$ cat src/rtl/regfile24_wb_arbiter_if.sv
// Writeback arbiter bus: ALU and memory-return request channels, register-file
// write port, and the status outputs used by issue logic.
interface regfile24_wb_arbiter_if #(
   parameter int unsigned FIFO_DEPTH = 4
);
   localparam int unsigned DEST_W = 5;
   localparam int unsigned DATA_W = 24;
   localparam int unsigned NREGS  = 32;
   localparam int unsigned CNT_W  = $clog2(FIFO_DEPTH) + 1;

   logic              alu_valid_i;
   logic [DEST_W-1:0] alu_dest_i;
   logic [DATA_W-1:0] alu_data_i;
   logic              alu_ready_o;

   logic              mem_valid_i;
   logic [DEST_W-1:0] mem_dest_i;
   logic [DATA_W-1:0] mem_data_i;
   logic              mem_ready_o;

   logic [DEST_W-1:0] dest_o;
   logic [DATA_W-1:0] data_w_o;
   logic              dest_we_o;

   logic [NREGS-1:0]  pending_mask_o;
   logic [CNT_W-1:0]  fifo_count_o;

   // Arbiter side
   modport slave (
      input  alu_valid_i, alu_dest_i, alu_data_i,
      output alu_ready_o,
      input  mem_valid_i, mem_dest_i, mem_data_i,
      output mem_ready_o,
      output dest_o, data_w_o, dest_we_o,
      output pending_mask_o, fifo_count_o
   );

   // Producer / register-file side
   modport master (
      output alu_valid_i, alu_dest_i, alu_data_i,
      input  alu_ready_o,
      output mem_valid_i, mem_dest_i, mem_data_i,
      input  mem_ready_o,
      input  dest_o, data_w_o, dest_we_o,
      input  pending_mask_o, fifo_count_o
   );
endinterface

$ cat src/rtl/regfile24_wb_arbiter.sv
// Writeback arbiter for the 24-bit x 32 control-unit register file.
// ALU writes have priority; memory returns queue in a FIFO and are force-drained
// after STARVE_LIMIT consecutive lost arbitrations.
module regfile24_wb_arbiter #(
   parameter int unsigned FIFO_DEPTH   = 4,
   parameter int unsigned STARVE_LIMIT = 8
) (
   input  logic                  core_clock_i,
   input  logic                  core_reset_n_i,
   regfile24_wb_arbiter_if.slave wb
);
   localparam int unsigned PTR_W  = $clog2(FIFO_DEPTH);
   localparam int unsigned CNT_W  = PTR_W + 1;
   localparam int unsigned DEST_W = 5;
   localparam int unsigned DATA_W = 24;
   localparam int unsigned NREGS  = 32;
   localparam int unsigned STV_W  = 8;

   typedef enum logic {
      ARB_ALU,
      ARB_DRAIN
   } arb_state_e;

   arb_state_e        state_q, state_d;
   logic [DEST_W-1:0] fifo_dest_q [FIFO_DEPTH];
   logic [DATA_W-1:0] fifo_data_q [FIFO_DEPTH];
   logic [PTR_W-1:0]  rd_ptr_q, wr_ptr_q;
   logic [CNT_W-1:0]  count_q, count_d;
   logic [STV_W-1:0]  starve_cnt_q, starve_cnt_d;
   logic [DEST_W-1:0] dest_q;
   logic [DATA_W-1:0] data_q;
   logic              we_q;

   logic              fifo_empty;
   logic              fifo_ready;
   logic              push;
   logic              pop;
   logic              alu_grant;
   logic [PTR_W-1:0]  slot_ofs;
   logic [NREGS-1:0]  pending_mask;

   assign fifo_empty = (count_q == '0);
   assign fifo_ready = (count_q != CNT_W'(FIFO_DEPTH));
   assign push       = wb.mem_valid_i && fifo_ready;
   assign count_d    = count_q + CNT_W'(push) - CNT_W'(pop);

   assign wb.alu_ready_o    = (state_q != ARB_DRAIN);
   assign wb.mem_ready_o    = fifo_ready;
   assign wb.dest_o         = dest_q;
   assign wb.data_w_o       = data_q;
   assign wb.dest_we_o      = we_q;
   assign wb.pending_mask_o = pending_mask;
   assign wb.fifo_count_o   = count_q;

   // Arbitration state register
   always_ff @(posedge core_clock_i or negedge core_reset_n_i) begin
      if (!core_reset_n_i) begin
         state_q      <= ARB_ALU;
         starve_cnt_q <= '0;
      end else begin
         state_q      <= state_d;
         starve_cnt_q <= starve_cnt_d;
      end
   end

   // Grant selection, starvation tracking and forced-drain entry
   always_comb begin
      state_d      = state_q;
      alu_grant    = 1'b0;
      pop          = 1'b0;
      starve_cnt_d = starve_cnt_q;
      case (state_q)
         ARB_ALU: begin
            if (wb.alu_valid_i) begin
               alu_grant = 1'b1;
            end else if (!fifo_empty) begin
               pop = 1'b1;
            end
         end
         ARB_DRAIN: begin
            pop     = !fifo_empty;
            state_d = ARB_ALU;
         end
         default: state_d = ARB_ALU;
      endcase
      if (pop || fifo_empty) begin
         starve_cnt_d = '0;
      end else if (alu_grant) begin
         starve_cnt_d = starve_cnt_q + STV_W'(1);
      end
      // Counter only reaches the limit while the FIFO is non-empty, so a drain always has an entry
      if (state_q == ARB_ALU && starve_cnt_d == STV_W'(STARVE_LIMIT)) begin
         state_d = ARB_DRAIN;
      end
   end

   // FIFO pointers and occupancy
   always_ff @(posedge core_clock_i or negedge core_reset_n_i) begin
      if (!core_reset_n_i) begin
         rd_ptr_q <= '0;
         wr_ptr_q <= '0;
         count_q  <= '0;
      end else begin
         if (push) wr_ptr_q <= wr_ptr_q + PTR_W'(1);
         if (pop)  rd_ptr_q <= rd_ptr_q + PTR_W'(1);
         count_q <= count_d;
      end
   end

   // FIFO storage; validity is tracked by the pointers, so no reset needed
   always_ff @(posedge core_clock_i) begin
      if (push) begin
         fifo_dest_q[wr_ptr_q] <= wb.mem_dest_i;
         fifo_data_q[wr_ptr_q] <= wb.mem_data_i;
      end
   end

   // Registered register-file write port; address/data hold when idle
   always_ff @(posedge core_clock_i or negedge core_reset_n_i) begin
      if (!core_reset_n_i) begin
         dest_q <= '0;
         data_q <= '0;
         we_q   <= 1'b0;
      end else begin
         we_q <= alu_grant || pop;
         if (alu_grant) begin
            dest_q <= wb.alu_dest_i;
            data_q <= wb.alu_data_i;
         end else if (pop) begin
            dest_q <= fifo_dest_q[rd_ptr_q];
            data_q <= fifo_data_q[rd_ptr_q];
         end
      end
   end

   // Pending-write mask: OR of one-hot destinations of every occupied slot
   always_comb begin
      pending_mask = '0;
      slot_ofs     = '0;
      for (int unsigned i = 0; i < FIFO_DEPTH; i++) begin
         slot_ofs = PTR_W'(i) - rd_ptr_q;
         if (CNT_W'(slot_ofs) < count_q) begin
            pending_mask[fifo_dest_q[i]] = 1'b1;
         end
      end
   end
endmodule

$ cat src/flat_wrapper.sv
// flat-port wrapper written by rule: the top's interface ports become plain ports
module regfile24_wb_arbiter_flat 
#(
   parameter int unsigned FIFO_DEPTH   = 4,
   parameter int unsigned STARVE_LIMIT = 8
)
  (core_clock_i, core_reset_n_i, wb_alu_valid_i, wb_alu_dest_i, wb_alu_data_i, wb_alu_ready_o, wb_mem_valid_i, wb_mem_dest_i, wb_mem_data_i, wb_mem_ready_o, wb_dest_o, wb_data_w_o, wb_dest_we_o, wb_pending_mask_o, wb_fifo_count_o);
  regfile24_wb_arbiter_if #(.FIFO_DEPTH(FIFO_DEPTH)) wb_i ();
  input  logic core_clock_i;
  input  logic core_reset_n_i;
  input wire logic [$bits(wb_i.alu_valid_i)-1:0] wb_alu_valid_i;
  input wire logic [$bits(wb_i.alu_dest_i)-1:0] wb_alu_dest_i;
  input wire logic [$bits(wb_i.alu_data_i)-1:0] wb_alu_data_i;
  output wire logic [$bits(wb_i.alu_ready_o)-1:0] wb_alu_ready_o;
  input wire logic [$bits(wb_i.mem_valid_i)-1:0] wb_mem_valid_i;
  input wire logic [$bits(wb_i.mem_dest_i)-1:0] wb_mem_dest_i;
  input wire logic [$bits(wb_i.mem_data_i)-1:0] wb_mem_data_i;
  output wire logic [$bits(wb_i.mem_ready_o)-1:0] wb_mem_ready_o;
  output wire logic [$bits(wb_i.dest_o)-1:0] wb_dest_o;
  output wire logic [$bits(wb_i.data_w_o)-1:0] wb_data_w_o;
  output wire logic [$bits(wb_i.dest_we_o)-1:0] wb_dest_we_o;
  output wire logic [$bits(wb_i.pending_mask_o)-1:0] wb_pending_mask_o;
  output wire logic [$bits(wb_i.fifo_count_o)-1:0] wb_fifo_count_o;
  assign wb_i.alu_valid_i = wb_alu_valid_i;
  assign wb_i.alu_dest_i = wb_alu_dest_i;
  assign wb_i.alu_data_i = wb_alu_data_i;
  assign wb_alu_ready_o = wb_i.alu_ready_o;
  assign wb_i.mem_valid_i = wb_mem_valid_i;
  assign wb_i.mem_dest_i = wb_mem_dest_i;
  assign wb_i.mem_data_i = wb_mem_data_i;
  assign wb_mem_ready_o = wb_i.mem_ready_o;
  assign wb_dest_o = wb_i.dest_o;
  assign wb_data_w_o = wb_i.data_w_o;
  assign wb_dest_we_o = wb_i.dest_we_o;
  assign wb_pending_mask_o = wb_i.pending_mask_o;
  assign wb_fifo_count_o = wb_i.fifo_count_o;
  regfile24_wb_arbiter #(.FIFO_DEPTH(FIFO_DEPTH), .STARVE_LIMIT(STARVE_LIMIT)) u_core (.core_clock_i(core_clock_i), .core_reset_n_i(core_reset_n_i), .wb(wb_i));
endmodule
$ cat config.mk
export PLATFORM = sky130hd
export DESIGN_NAME = regfile24_wb_arbiter_flat
export DESIGN_NICKNAME = d
export VERILOG_FILES = /design/src/rtl/regfile24_wb_arbiter_if.sv /design/src/rtl/regfile24_wb_arbiter.sv /design/src/flat_wrapper.sv
export SDC_FILE = /design/constraint.sdc
export NUM_CORES = 1
export LEC_CHECK = 0
export BUFFER_PORTS_ARGS = -buffer_cell sky130_fd_sc_hd__buf_2
export CAP_MARGIN = 20
export CORE_AREA = 2 2 140 108
export CTS_BUF_LIST = sky130_fd_sc_hd__clkbuf_16
export DETAILED_ROUTE_END_ITERATION = 10
export DIE_AREA = 0 0 142 110
export PLACE_DENSITY = 0.77
export SLEW_MARGIN = 5
export SYNTH_ARGS = -nofsm -noshare
export SYNTH_HDL_FRONTEND = slang
export SYNTH_SLANG_ARGS = --single-unit
$ cat constraint.sdc
create_clock -name core_clock_i -period 6.3 [get_ports core_clock_i]
set_input_delay 0.63 -clock core_clock_i [delete_from_list [all_inputs] [get_ports core_clock_i]]
set_output_delay 0.63 -clock core_clock_i [all_outputs]
set_load 0.02 [all_outputs]
==> Implementation_results.wiki, run 1 <==
{| class="wikitable"
! Metric !! Value
|-
| Number of endpoints with negative hold slack in the final report || 0
|-
| Clock Sinks || 162
|-
| Count of final setup violators || 0
|-
| Final-report max-slew violation count || 0
|-
| X dimension of the die || 142 µm
|-
| Initial detailed-routing violation count || 595
|-
| Total of max-cap violations || 0
|-
| Crit path largest cell delay || 0.96 ns
|-
| Cell family with the largest share of critical-path delay || compound AO/OA/AOI/OAI gates
|-
| Antenna violations before repair || 0
|-
| Register-to-Register Setup Slack || 3.44 ns
|-
| Worst-Margin Slew || 1.12 ns
|-
| Worst-case headroom to the max-slew limit || 0.251
|-
| Ys flop type || edfxtp_1
|-
| Kind of start point of the critical path || flip-flop
|-
| Cell with the largest stage delay on the worst path || a211oi_2
|-
| Number of global-route vias before repair || 5,526
|-
| Pwr Density || 465 nW/µm²
|-
| Setup CP Type || reg -> out
|-
| CTS Root Cell || clkbuf_16
|-
| Clk_skew || 0.0143 ns
|-
| Half-perimeter wire length after placement || 13,800 µm
|-
| Netlist area before placement || 7680 µm²
|-
| Count of warnings emitted by yosys || 0
|-
| Global routing usage summed across all routing layers || 0.270
|-
| Net Count, Synth || 635
|-
| First drt pass iteration count || 7
|-
| Buffers and inverters on the worst path || 2
|-
| DIE AREA || 15,600 µm²
|-
| Final Core Density || 0.635
|-
| Worst-path cell chain || xor2_1 > inv_1 > ha_1 > nor2b_1 > a211oi_2 > a22oi_1 > o211ai_1 > buf_2
|-
| Standard-cell row count || 38
|-
| Starting utilization of the core area || 0.540
|-
| Antenna fix cells || 0
|-
| Avg WL per Cell || 23.4 µm
|-
| Pleak || 3.60 nW
|-
| WP data required || 5.67 ns
|-
| Pin count of the biggest net entering global routing || 47
|-
| Number of enable-type register cells in the synthesized netlist || 116
|-
| Min cycle time layout || 4.28 ns
|-
| Layout area overhead || 17.6%
|-
| Setup crit end kind || primary output
|-
| Number of cells in the design after placement || 841
|-
| Type of the most critical hold path || in -> async
|-
| Clock slew seen by the registers of the worst setup and hold paths || 0.07 ns
|-
| Number of routed nets with antenna violations || 0
|-
| Flops & latches, synth || 162
|-
| Async SR Flop Fraction || 0.284
|-
| Count of hold-fix buffers inserted at cts || 0
|-
| Data arrival time of the critical path || 3.65 ns
|-
| Period utilization || 0.679
|-
| Sum of negative setup slack || 0 ns
|-
| Outcome || finished, final reports clean
|-
| Worst vdd ir || 239 µV
|-
| Number of placed I/O pins || 129
|-
| Max Clock Freq || 0.234 GHz
|-
| Final WL || 20,500 µm
|-
| Crit path setup slack, layout || 2.02 ns
|-
| Remaining global-route overflow || 0
|-
| Unrepaired setup endpoints after global routing || false
|-
| Mean instance size in the synthesized netlist || 13.7 µm²
|-
| Via count || 5,514
|-
| Num CTS Buffers || 17
|-
| Vert. Die Dim || 110 µm
|-
| Standard cell core area || 14,200 µm²
|-
| Sum of internal, switching and leakage power || 4.20 mW
|-
| Clock network latency to the later pin of the worst-skew pair || 0.42 ns
|-
| Vias per Instance || 6.30
|-
| Routability Congestion || 0.911
|-
| Highest-count cells in the layout ignoring fill and taps || 128 x buf_2, 116 x edfxtp_1, 44 x inv_1, 44 x dfrtp_1, 34 x nand2_1
|-
| Setup Fix Bufs, Post-CTS || 0
|-
| Minimum setup slack after placement || 2.48 ns
|-
| Clock tree from TritonCTS || yes
|-
| Cells resized by post-CTS repair || 0
|-
| Final #Nets || 756
|-
| First-pass GRT wire length || 30,900 µm
|-
| Post-synth cell types || 53
|-
| Number of I/O port buffers || 128
|-
| DRC || 0
|-
| Crit path max fanout || 33
|-
| Final instance count without filler cells || 875
|-
| Count of H-tree levels built during CTS || 4
|-
| Post-synthesis cell count || 561
|-
| Ratio of cells with drive above 1 in the final layout || 0.308
|-
| Maximum count of clock buffers along a single path || 2
|-
| Proportion of synthesized chip area in sequential cells || 0.603
|-
| Most frequent standard cell in the layout excluding fill and tap cells || buf_2
|}
==> metal layers <==
layer / part of all wire / vias to the layer above / global-route usage / wire, µm
li1: - / 2440 / - / -
met1: 0.42 / 2749 / 0.376 / 8530
met2: 0.48 / 301 / 0.428 / 9890
met3: 0.085 / 24 / 0.0687 / 1750
met4: 0.015 / 0 / 0.0786 / 303
met5: 0 / - / 0 / 0
==> power by group <==
group / switching (mW) / internal (mW) / total (mW) / leakage [nW]
combinational: 0.955 / 0.598 / 1.55 / 1.70
clock: 0.424 / 0.588 / 1.01 / 0.281
sequential: 0.210 / 1.42 / 1.63 / 1.62
total: 1.59 / 2.61 / 4.20 / 3.60
==> path summary, 6_finish.rpt <==
| check | depth (start not counted) | end | start |
|---|---|---|---|
| setup / recovery | 8 | wb_pending_mask_o[14] | u_core.rd_ptr_q[1] |
| setup reg to reg | 6 | u_core.wb.fifo_count_o[1] | u_core.wb.fifo_count_o[2] |
| min in group core_clock_i | 1 | u_core.fifo_data_q[3][16] | wb_mem_data_i[16] |
| hold / removal | 1 | u_core.starve_cnt_q[6] | core_reset_n_i |
| hold reg to reg | 2 | u_core.wb.data_w_o[13] | u_core.wb.data_w_o[13] |
| max in group asynchronous | 2 | u_core.rd_ptr_q[1] | core_reset_n_i |
==> cell type report <==
cell class / count / area, µm²
Fill cell: 1055 / 5180
Sequential cell: 162 / 4640
Multi-Input combinational cell: 324 / 2730
Timing Repair Buffer: 134 / 698
Clock buffer: 17 / 425
Tap cell: 180 / 225
Inverter: 43 / 161
Clock inverter: 15 / 159
==> registers in the layout, indices dropped and copies added, names as in the netlist <==
signal / count
u_core.fifo_dest_q: 20
u_core.wb.data_w_o: 24
u_core.starve_cnt_q: 8
u_core.wb.dest_o: 5
u_core.wb.fifo_count_o: 3
u_core.state_q: 1
u_core.wb.dest_we_o: 1
u_core.fifo_data_q: 96
u_core.wr_ptr_q: 2
u_core.rd_ptr_q: 2
==> through the flow <==
stage | hold slack [ns] | area [µm²]
2_1_floorplan | 0.334 | 7680
3_3_place_gp | 0.457 | 8420
3_5_place_dp | 0.471 | 8420
4_1_cts | 0.412 | 9000
5_1_grt | 0.167 | 9030
6_report | 0.150 | 9030
==> synth_stat cells, drive strengths merged, types with 2 or more instances <==
cell type  instances  area, µm²
edfxtp           116       3480
dfrtp             46       1150
inv               43        161
nand2             34        128
nor2              33        124
a222oi            29        290
mux4              29        653
nand3             22        110
nand2b            18        115
buf               17        116
nor2b             16        108
clkbuf            15       57.6
nor3              14       70.1
nand4             13       81.3
a221o             11        110
a22oi             11       82.6
ha                11        138
o22ai              9       56.3
and3               8       50.1
a211oi             7       85.1
xor2               7       61.3
o211ai             6       45.0
xnor2              6       52.6
a211o              5       43.8
or3                4       25.0
and2               3       18.8
and2b              3       22.5
o2111ai            3       32.5
a2bb2o             2       20.0
nand4b             2       17.5
nor3b              2       15.0
nor4               2       12.5
o2bb2ai            2       17.5
or2                2       12.5
or3b               2       17.5
==> worst reg2reg max path: cells and delay by family, from the launching register on <==
family / cells / cell delay, ns
adder cells (fa/ha/maj): 3 / 0.96
buffers and inverters: 1 / 0.05
flip-flops: 1 / 0.64
AND/OR/NAND/NOR: 2 / 1.08
==> cell families after synthesis <==
family,Yosys count,share of synthesized area
AO/OA/AOI/OAI,90,0.109
AND/OR/NAND/NOR,179,0.122
buffers and inverters,75,0.0437
multiplexers,30,0.0865
XOR/XNOR,13,0.0148
flip-flops,162,0.603
adder cells (fa/ha/maj),12,0.0205
Note: power is estimated with default switching activity, not from simulation.
==> run 2: changes to the inputs <==
==> constraint.sdc (replaced) <==
create_clock -name core_clock_i -period 4.2 [get_ports core_clock_i]
set_input_delay 0.42 -clock core_clock_i [delete_from_list [all_inputs] [get_ports core_clock_i]]
set_output_delay 0.42 -clock core_clock_i [all_outputs]
set_load 0.02 [all_outputs]
==> Implementation_results.wiki, run 2 (synthesized netlist as in run 1, its figures left out) <==
{| class="wikitable"
! Metric !! Value
|-
| WP data required || 3.78 ns (-1.89 ns)
|-
| Unrepaired setup endpoints after global routing || false
|-
| Max Clock Freq || 0.300 GHz
|-
| End of the worst hold path || u_core.fifo_data_q[2][2]
|-
| Pleak || 3.63 nW (+0.70%)
|-
| Total of max-cap violations || 0 (unchanged)
|-
| Clk_skew || 0.00954 ns (-0.00475 ns)
|-
| Half-perimeter wire length after placement || 13,900 µm (+0.85%)
|-
| Clock tree from TritonCTS || yes
|-
| Worst R2R Start || u_core.wb.fifo_count_o[2]
|-
| Pwr Density || 693 nW/µm² (+49%)
|-
| Pin count of the biggest net entering global routing || 47 (unchanged)
|-
| FF-to-FF End || u_core.wb.fifo_count_o[2]
|-
| Initial detailed-routing violation count || 734 (+23%)
|-
| DRC || 0 (unchanged)
|-
| Final instance count without filler cells || 880 (+0.57%)
|-
| Origin of the worst min-delay path || wb_mem_data_i[2]
|-
| Largest register FFs || 96 (unchanged)
|-
| Vias per Instance || 6.42 (+1.9%)
|-
| Cells resized by post-CTS repair || 0 (unchanged)
|-
| Layout area overhead || 17.6% (about the same)
|-
| Starting utilization of the core area || 0.540 (unchanged)
|-
| Setup Fix Bufs, Post-CTS || 0 (unchanged)
|-
| Count of final setup violators || 0 (unchanged)
|-
| First-pass GRT wire length || 31,000 µm (+0.45%)
|-
| Clock network latency to the later pin of the worst-skew pair || 0.42 ns (about the same)
|-
| Final #Nets || 761 (+0.66%)
|-
| Antenna violations before repair || 0 (unchanged)
|-
| Minimum setup slack after placement || 1.36 ns (-1.12 ns)
|-
| Outcome || finished, final reports clean
|-
| Kind of start point of the critical path || flip-flop
|-
| Number of cells in the design after placement || 846 (+0.59%)
|-
| R2R depth || 7 (+1)
|-
| Global routing usage summed across all routing layers || 0.269 (-0.00149)
|-
| DIE AREA || 15,600 µm² (unchanged)
|-
| Period utilization || 0.794
|-
| Worst vdd ir || 416 µV (+74%)
|-
| Number of instances on the worst hold path || 1
|-
| Sum of negative setup slack || 0 ns (unchanged)
|-
| X dimension of the die || 142 µm (unchanged)
|-
| Avg WL per Cell || 23.0 µm (-1.9%)
|-
| Most frequent standard cell in the layout excluding fill and tap cells || buf_2
|-
| Fill count || 1,065 (+0.95%)
|-
| Number of routed nets with antenna violations || 0 (unchanged)
|-
| Clock Sinks || 162 (unchanged)
|-
| Min cycle time layout || 3.34 ns
|-
| Sum of internal, switching and leakage power || 6.26 mW (+49%)
|-
| Placed standard-cell area || 8460 µm² (+0.45%)
|-
| Worst-case headroom to the max-slew limit || 0.396 (+0.145)
|-
| Standard cell core area || 14,200 µm² (unchanged)
|-
| Type of the most critical hold path || in -> reg
|-
| Final-report max-slew violation count || 0 (unchanged)
|-
| Number of I/O port buffers || 128 (unchanged)
|-
| Final WL || 20,200 µm (-1.3%)
|-
| Setup crit end kind || primary output
|-
| First drt pass iteration count || 7 (unchanged)
|-
| Count of hold-fix buffers inserted at cts || 0 (unchanged)
|-
| Maximum count of clock buffers along a single path || 2 (unchanged)
|-
| Data arrival time of the critical path || 2.92 ns (-0.73 ns)
|-
| Antenna fix cells || 0 (unchanged)
|-
| Number of global-route vias before repair || 5,555 (+0.52%)
|-
| Standard-cell row count || 38 (unchanged)
|-
| Register-to-Register Setup Slack || 1.82 ns (-1.62 ns)
|-
| Vert. Die Dim || 110 µm (unchanged)
|-
| Worst-Margin Slew || 0.905 ns (-0.216 ns)
|-
| Final cell area excluding filler cells || 9040 µm² (about the same)
|-
| Routability Congestion || 0.989 (+8.6%)
|-
| Via count || 5,652 (+2.5%)
|-
| Crit path setup slack, layout || 0.864 ns (-1.16 ns)
|-
| CTS Root Cell || clkbuf_16
|-
| Count of H-tree levels built during CTS || 4 (unchanged)
|-
| Remaining global-route overflow || 0 (unchanged)
|-
| Top reg by flops || u_core.fifo_data_q
|-
| Clock slew seen by the registers of the worst setup and hold paths || 0.07 ns (about the same)
|-
| Highest-count cells in the layout ignoring fill and taps || 128 x buf_2, 116 x edfxtp_1, 44 x dfrtp_1
|-
| Ratio of cells with drive above 1 in the final layout || 0.314 (+0.00637)
|-
| Number of endpoints with negative hold slack in the final report || 0 (unchanged)
|-
| Num CTS Buffers || 17 (unchanged)
|-
| Number of placed I/O pins || 129 (unchanged)
|-
| Setup CP Type || reg -> out
|-
| Crit path max fanout || 12 (-64%)
|}
==> run 2: cell count changes in the layout (fill, tap and decap cells not counted), sizes merged, moves of 2 or more <==
cell	previous run	this run
inv	48	53
bufinv	2	0
clkinvlp	3	0
buf	134	138
==> run 2: stage by stage <==
stage | util | hold WS, ns
floorplan | - | 0.124
global placement | 0.595 | 0.458
detailed placement | 0.595 | 0.462
CTS | 0.634 | 0.191
global route | 0.636 | 0.202
finish | 0.636 | 0.206
==> run 2: worst max-delay path, stage by stage (launching register included) <==
cell      delay, ns
dfrtp_1        0.42
inv_1          0.22
ha_1           0.29
and2b_1        0.23
a211oi_2       0.79
nand4_1        0.20
nand4_1        0.16
buf_2          0.18
==> run 2: power by group <==
| group | internal [mW] | leakage, nW | switching [mW] | total, mW |
|---|---|---|---|---|
| Clock | 0.797 | 0.283 | 0.644 | 1.44 |
| Combinational | 0.918 | 1.72 | 1.50 | 2.42 |
| Sequential | 2.14 | 1.62 | 0.261 | 2.40 |
==> run 2: how the worst max path moves through the flow <==
stage / endpoint / slack, ns / start / cells after the start
floorplan: wb_pending_mask_o[14] / 1.27 / u_core.rd_ptr_q[1] / 10
global placement: wb_pending_mask_o[12] / 1.45 / u_core.rd_ptr_q[1] / 7
detailed placement: wb_pending_mask_o[17] / 1.36 / u_core.wb.fifo_count_o[1] / 7
CTS: wb_pending_mask_o[17] / 0.89 / u_core.wb.fifo_count_o[1] / 7
global route: wb_pending_mask_o[20] / 0.74 / u_core.wb.fifo_count_o[1] / 7
finish: wb_pending_mask_o[17] / 0.86 / u_core.wb.fifo_count_o[1] / 7
==> run 2: final cells by class <==
cell class                      instances  area, µm²  share of cell area
Timing Repair Buffer                  139        738              0.0817
Inverter                               43        161              0.0179
Clock buffer                           18        450              0.0498
Clock inverter                         14       97.6              0.0108
Multi-Input combinational cell        324       2730               0.302
Tap cell                              180        225              0.0249
Sequential cell                       162       4640               0.513
==> run 2: per-layer routing <==
metal | part of all wire | vias up | GRT usage
met1 | 0.41 | 2811 | 0.384
met3 | 0.10 | 33 | 0.0665
li1 | - | 2445 | -
met2 | 0.47 | 363 | 0.411
met5 | 0 | - | 0
met4 | 0.016 | 0 | 0.0893
